$ cat src/rtl/serial_ripple_subtractor.sv
// -----------------------------------------------------------------------------
// serial_ripple_subtractor
//   Bit-serial N-bit subtractor: Diff = (A - B - Bin) mod 2^N, Bout = borrow.
//   One bit position is resolved per clock, LSB first, through a single
//   full-subtractor cell. A start/busy/done handshake sequences operations.
//   Results are held stable between completions.
//
// Ports
//   clk    in   rising-edge clock
//   rst_n  in   asynchronous active-low reset
//   start  in   operation request, sampled only while busy=0
//   A      in   N-bit minuend, captured on an accepted start
//   B      in   N-bit subtrahend, captured on an accepted start
//   Bin    in   borrow-in, captured on an accepted start
//   Diff   out  N-bit difference, updated on completion and held
//   Bout   out  final borrow, 1 iff A < B + Bin (unsigned)
//   busy   out  high while an operation is in flight (exactly N cycles)
//   done   out  single-cycle completion pulse
// -----------------------------------------------------------------------------
module serial_ripple_subtractor #(
    parameter int N = 4
) (
    input  logic         clk,
    input  logic         rst_n,
    input  logic         start,
    input  logic [N-1:0] A,
    input  logic [N-1:0] B,
    input  logic         Bin,
    output logic [N-1:0] Diff,
    output logic         Bout,
    output logic         busy,
    output logic         done
);

    localparam int IW = (N > 1) ? $clog2(N) : 1;
    localparam logic [IW-1:0] LAST_IDX = IW'(N - 1);

    typedef enum logic {
        IDLE = 1'b0,
        CALC = 1'b1
    } state_t;

    // Full-subtractor cell: returns {borrow_out, difference_bit}.
    function automatic logic [1:0] fs_cell(input logic a, input logic b, input logic br);
        logic d;
        logic bo;
        d  = a ^ b ^ br;
        bo = (~a & b) | (~(a ^ b) & br);
        return {bo, d};
    endfunction

    state_t         state_q, state_d;
    logic [N-1:0]   a_q, a_d;
    logic [N-1:0]   b_q, b_d;
    logic           br_q, br_d;
    logic [IW-1:0]  idx_q, idx_d;
    logic [N-1:0]   diff_sr_q, diff_sr_d;
    logic [N-1:0]   diff_q, diff_d;
    logic           bout_q, bout_d;
    logic           busy_q, busy_d;
    logic           done_q, done_d;

    logic [1:0]     cell_s;
    logic [N-1:0]   diff_full_s;

    // Current bit through the cell, and the difference including this bit.
    always_comb begin
        cell_s              = fs_cell(a_q[idx_q], b_q[idx_q], br_q);
        diff_full_s         = diff_sr_q;
        diff_full_s[idx_q]  = cell_s[0];
    end

    // Next-state and next-output logic for the IDLE/CALC sequencer.
    always_comb begin
        state_d   = state_q;
        a_d       = a_q;
        b_d       = b_q;
        br_d      = br_q;
        idx_d     = idx_q;
        diff_sr_d = diff_sr_q;
        diff_d    = diff_q;
        bout_d    = bout_q;
        busy_d    = busy_q;
        done_d    = 1'b0;
        case (state_q)
            IDLE: begin
                if (start) begin
                    a_d       = A;
                    b_d       = B;
                    br_d      = Bin;
                    idx_d     = {IW{1'b0}};
                    diff_sr_d = {N{1'b0}};
                    busy_d    = 1'b1;
                    state_d   = CALC;
                end else begin
                    busy_d    = 1'b0;
                end
            end
            CALC: begin
                diff_sr_d = diff_full_s;
                br_d      = cell_s[1];
                if (idx_q == LAST_IDX) begin
                    // Final bit: publish the full result and hand back control.
                    diff_d  = diff_full_s;
                    bout_d  = cell_s[1];
                    done_d  = 1'b1;
                    busy_d  = 1'b0;
                    idx_d   = {IW{1'b0}};
                    state_d = IDLE;
                end else begin
                    idx_d   = idx_q + IW'(1);
                end
            end
            default: begin
                busy_d  = 1'b0;
                idx_d   = {IW{1'b0}};
                state_d = IDLE;
            end
        endcase
    end

    // State, operand and output registers.
    always_ff @(posedge clk or negedge rst_n) begin
        if (!rst_n) begin
            state_q   <= IDLE;
            a_q       <= {N{1'b0}};
            b_q       <= {N{1'b0}};
            br_q      <= 1'b0;
            idx_q     <= {IW{1'b0}};
            diff_sr_q <= {N{1'b0}};
            diff_q    <= {N{1'b0}};
            bout_q    <= 1'b0;
            busy_q    <= 1'b0;
            done_q    <= 1'b0;
        end else begin
            state_q   <= state_d;
            a_q       <= a_d;
            b_q       <= b_d;
            br_q      <= br_d;
            idx_q     <= idx_d;
            diff_sr_q <= diff_sr_d;
            diff_q    <= diff_d;
            bout_q    <= bout_d;
            busy_q    <= busy_d;
            done_q    <= done_d;
        end
    end

    assign Diff = diff_q;
    assign Bout = bout_q;
    assign busy = busy_q;
    assign done = done_q;

endmodule

$ cat config.mk
export PLATFORM = sky130hd
export DESIGN_NAME = serial_ripple_subtractor
export DESIGN_NICKNAME = d
export VERILOG_FILES = /design/src/rtl/serial_ripple_subtractor.sv
export SDC_FILE = /design/constraint.sdc
export NUM_CORES = 1
export LEC_CHECK = 0
export BUFFER_PORTS_ARGS = -buffer_cell sky130_fd_sc_hd__buf_2
export CAP_MARGIN = 20
export CORE_AREA = 2 2 50 52
export CTS_BUF_LIST = sky130_fd_sc_hd__clkbuf_8 sky130_fd_sc_hd__clkbuf_16
export CTS_CLUSTER_DIAMETER = 200
export DETAILED_ROUTE_END_ITERATION = 6
export DIE_AREA = 0 0 52 54
export GPL_TIMING_DRIVEN = 1
export MAX_ROUTING_LAYER = met4
export PLACE_DENSITY_LB_ADDON = 0.15
export SYNTH_ARGS = -nofsm -noshare
export SYNTH_HDL_FRONTEND = slang
export SYNTH_SLANG_ARGS = --single-unit
$ cat constraint.sdc
create_clock -name clk -period 2.17 [get_ports clk]
set_input_delay 0.1085 -clock clk [delete_from_list [all_inputs] [get_ports clk]]
set_output_delay 0.1085 -clock clk [all_outputs]
set_load 0.01 [all_outputs]
==> results.txt <==
The flow ran to the end, and the final reports show no timing, DRC or antenna violations. The share of cells above drive strength 1 is 38.5%. The path category of the worst min-delay check is input port to flip-flop.

The later pin in the worst-skew pair is clocked with a latency of 260 ps. Post-CTS timing repair inserted 0 buffers for setup. STA classifies the critical path startpoint as a flip-flop. TritonCTS built the clock tree. Along the worst path, the maximum fanout reaches 5.

Broken down by cell family, the worst path's largest delay share belongs to multiplexers. Static timing analysis puts the maximum clock frequency at 507 MHz. The number of nets in the layout is 114. The total count of max-transition violations in the final report was 0. The net count after synthesis is 92.

The clock slew seen by the registers of the worst setup and hold paths came out at 80 ps. The signal on the critical path passes through mux4_2, fa_1, mux2i_1, mux2i_1. The global-route wire length before repair is 3060 um. The area growth from synthesis to layout came out at 17.4%. The initial core utilization is 45.9%. The average instance in the mapped netlist occupies 14.2 sq um.

The total global-route track usage came out at 16.2%. The final-report hold violation count was 0. The worst setup path is captured at a flip-flop.

The number of hold buffers added after CTS was 1. The congestion estimate from routability-driven global placement came to 0.662. Setup total negative slack on the finished layout was measured at 0 ps.

The repair_antennas step left the layout with diodes totalling 0. The residual overflow from global routing is 0. The number of antenna violations at the first check in global routing is 0. The leakage power is 0.631 nW. After technology mapping, the gate count stands at 75. Setup violations remaining at the end of the flow were counted as 0. The count of routing violations after the opening detailed-route iteration is 9. The distinct cell type count after synthesis is 20. The register bit count reported by yosys is 22.

The total number of placement rows came out at 18. The die area is 2810 sq um. The final critical delay including setup and external delays came out at 1970 ps. The chip width is 52 um. The clock skew after layout came out at 2.89 ps. The worst hold margin is 65.3 ps.

The data required time at the worst endpoint is 2310 ps. The maximum number of pins on one net before global-route repair came out at 23. The number of iterations in the first detailed-routing pass is 2. For this design the ratio of total power to cell area is 1640 nW/um^2.

The biggest cell delay along the critical path came out at 550 ps. The I/O pin count came out at 19. The cell that appears most often on the critical path is sky130_fd_sc_hd__mux2i_1. The area of the mapped netlist came out at 1060 sq um. The total of warnings raised by yosys is 0.

The setup slack on the worst flop-to-flop path came out at 200 ps. Sequential cells were found to cover 51.7% of the synthesized design area. The worst-case headroom to the max-slew limit is 66.2%. The final routed DRC violation total came out at 0.

The top cell types in the final layout, fill and taps aside, are sky130_fd_sc_hd__dfrtp_1, sky130_fd_sc_hd__buf_2, sky130_fd_sc_hd__mux2i_1, sky130_fd_sc_hd__mux2_4, sky130_fd_sc_hd__inv_1. Setup repair after global routing left no endpoint under its margin. After detailed routing, the number of vias per cell comes to 4.95. The largest individual stage delay along the critical path comes from the cell sky130_fd_sc_hd__fa_1.

The filler cell count in the final layout came out at 204. The total half-perimeter wirelength after legalization and detailed placement came out at 1310 um. The level count of the clock H-tree is 1. In the final routed layout, each cell accounts on average for 14.7 um. The pin slew with the least headroom to its limit is 507 ps. The deepest clock path buffer count is 2. The post-CTS resize count came out at 0. Leaving out fill and tap cells, the most frequent cell in the layout is sky130_fd_sc_hd__dfrtp_1. The die outline height came out at 54 um.

Across the VDD grid, the largest voltage drop is 986 uV. After layout, the design draws a total of 0.00205 W. The share of the clock period used by the worst path after layout is 90.8%. The buffer and inverter count on the worst path is 0. The detailed-route via count came out at 624. Max-cap violations in this run came to 0. The tree is rooted in a sky130_fd_sc_hd__clkbuf_8. Wires add up to 1850 um. The via count of the first global-routing pass is 648. The post-layout utilization of the core is 53.9%. The number of nets with antenna violations after routing is 0. The category of the critical setup timing path is flip-flop to flip-flop. The arrival time at the worst endpoint is 2110 ps. The clock net sink count came out at 22. Buffers placed on the I/O ports in this run total 18.

The total area inside the core boundary comes to 2320 sq um. The number of buffers created by CTS is 3.
==> per-layer routing <==
layer,vias to the layer above,GRT usage (%),routed length (um)
li1,298,-,-
met1,307,19.3,842
met2,14,25.1,903
met3,5,3.33,64
met4,0,10.1,42
met5,-,-,0
==> synth_stat cells, drive strengths merged <==
cell type	number	area (sq um)
a32o	1	10.0
o31ai	1	7.51
ha	4	50.1
nand2	2	7.51
mux2	10	143
a31o	1	8.76
a21o	1	7.51
fa	1	20.0
mux2i	9	90.1
nand2b	2	12.5
buf	4	38.8
a21oi	6	30.0
nor2b	1	13.8
dfrtp	22	551
mux4	2	45.0
nor2	1	3.75
inv	7	26.3
==> kinds of logic (layout without fill, tap and decap cells) <==
kind of cell,count (synthesis),in the layout,synth area share (%)
AO/OA/AOI/OAI,10,10,5.99
adder cells (fa/ha/maj),5,5,6.58
buffers and inverters,11,32,6.11
flip-flops,22,22,51.7
multiplexers,21,21,26.1
AND/OR/NAND/NOR,6,6,3.52
==> power breakdown <==
part           leakage, nW  switching (W)  internal (W)
registers            0.265       0.000145      0.000613
logic                0.331       0.000413      0.000499
clock network       0.0357       0.000138      0.000246
==> path summary, 6_finish.rpt <==
kind,start,endpoint,depth (start not counted)
max,idx_q[0],diff_sr_q[1],4
min,A[2],a_q[2],2
max reg2reg,idx_q[0],diff_sr_q[1],4
min reg2reg,a_q[2],a_q[2],1
max in group asynchronous,rst_n,Bout,2
min in group asynchronous,rst_n,diff_sr_q[1],2
==> worst reg2reg max path, cell delays in order (launching register included) <==
cell                      delay [ps]
sky130_fd_sc_hd__dfrtp_1         420
sky130_fd_sc_hd__mux4_2          540
sky130_fd_sc_hd__fa_1            550
sky130_fd_sc_hd__mux2i_1         230
sky130_fd_sc_hd__mux2i_1         120
==> through the flow <==
| stage | cell area (sq um) | setup WS, ps | instances |
|---|---|---|---|
| 2_1_floorplan | 1060 | 260 | 75 |
| 3_3_place_gp | 1170 | 259 | 121 |
| 3_5_place_dp | 1170 | 182 | 121 |
| 4_1_cts | 1250 | 175 | 126 |
| 5_1_grt | 1250 | 57.2 | 126 |
| 6_report | 1250 | 199 | 126 |
==> state kept, by name, summed over array words and instances (netlist names) <==
signal     count
Diff           4
a_q            4
b_q            4
diff_sr_q      3
idx_q          2
Bout           1
br_q           1
busy           1
done           1
state_q        1
==> final cells by class <==
type,instances,area [sq um],share of cell area [%]
clock buffer,3,41.3,3.30
multi-input combinational,42,449,35.9
timing repair buffer,21,115,9.21
inverter,7,26.3,2.10
clock inverter,1,30.0,2.40
sequential,22,551,44.0
tap,30,37.5,3.00
No activity file was read; power rests on OpenSTA's default activity.
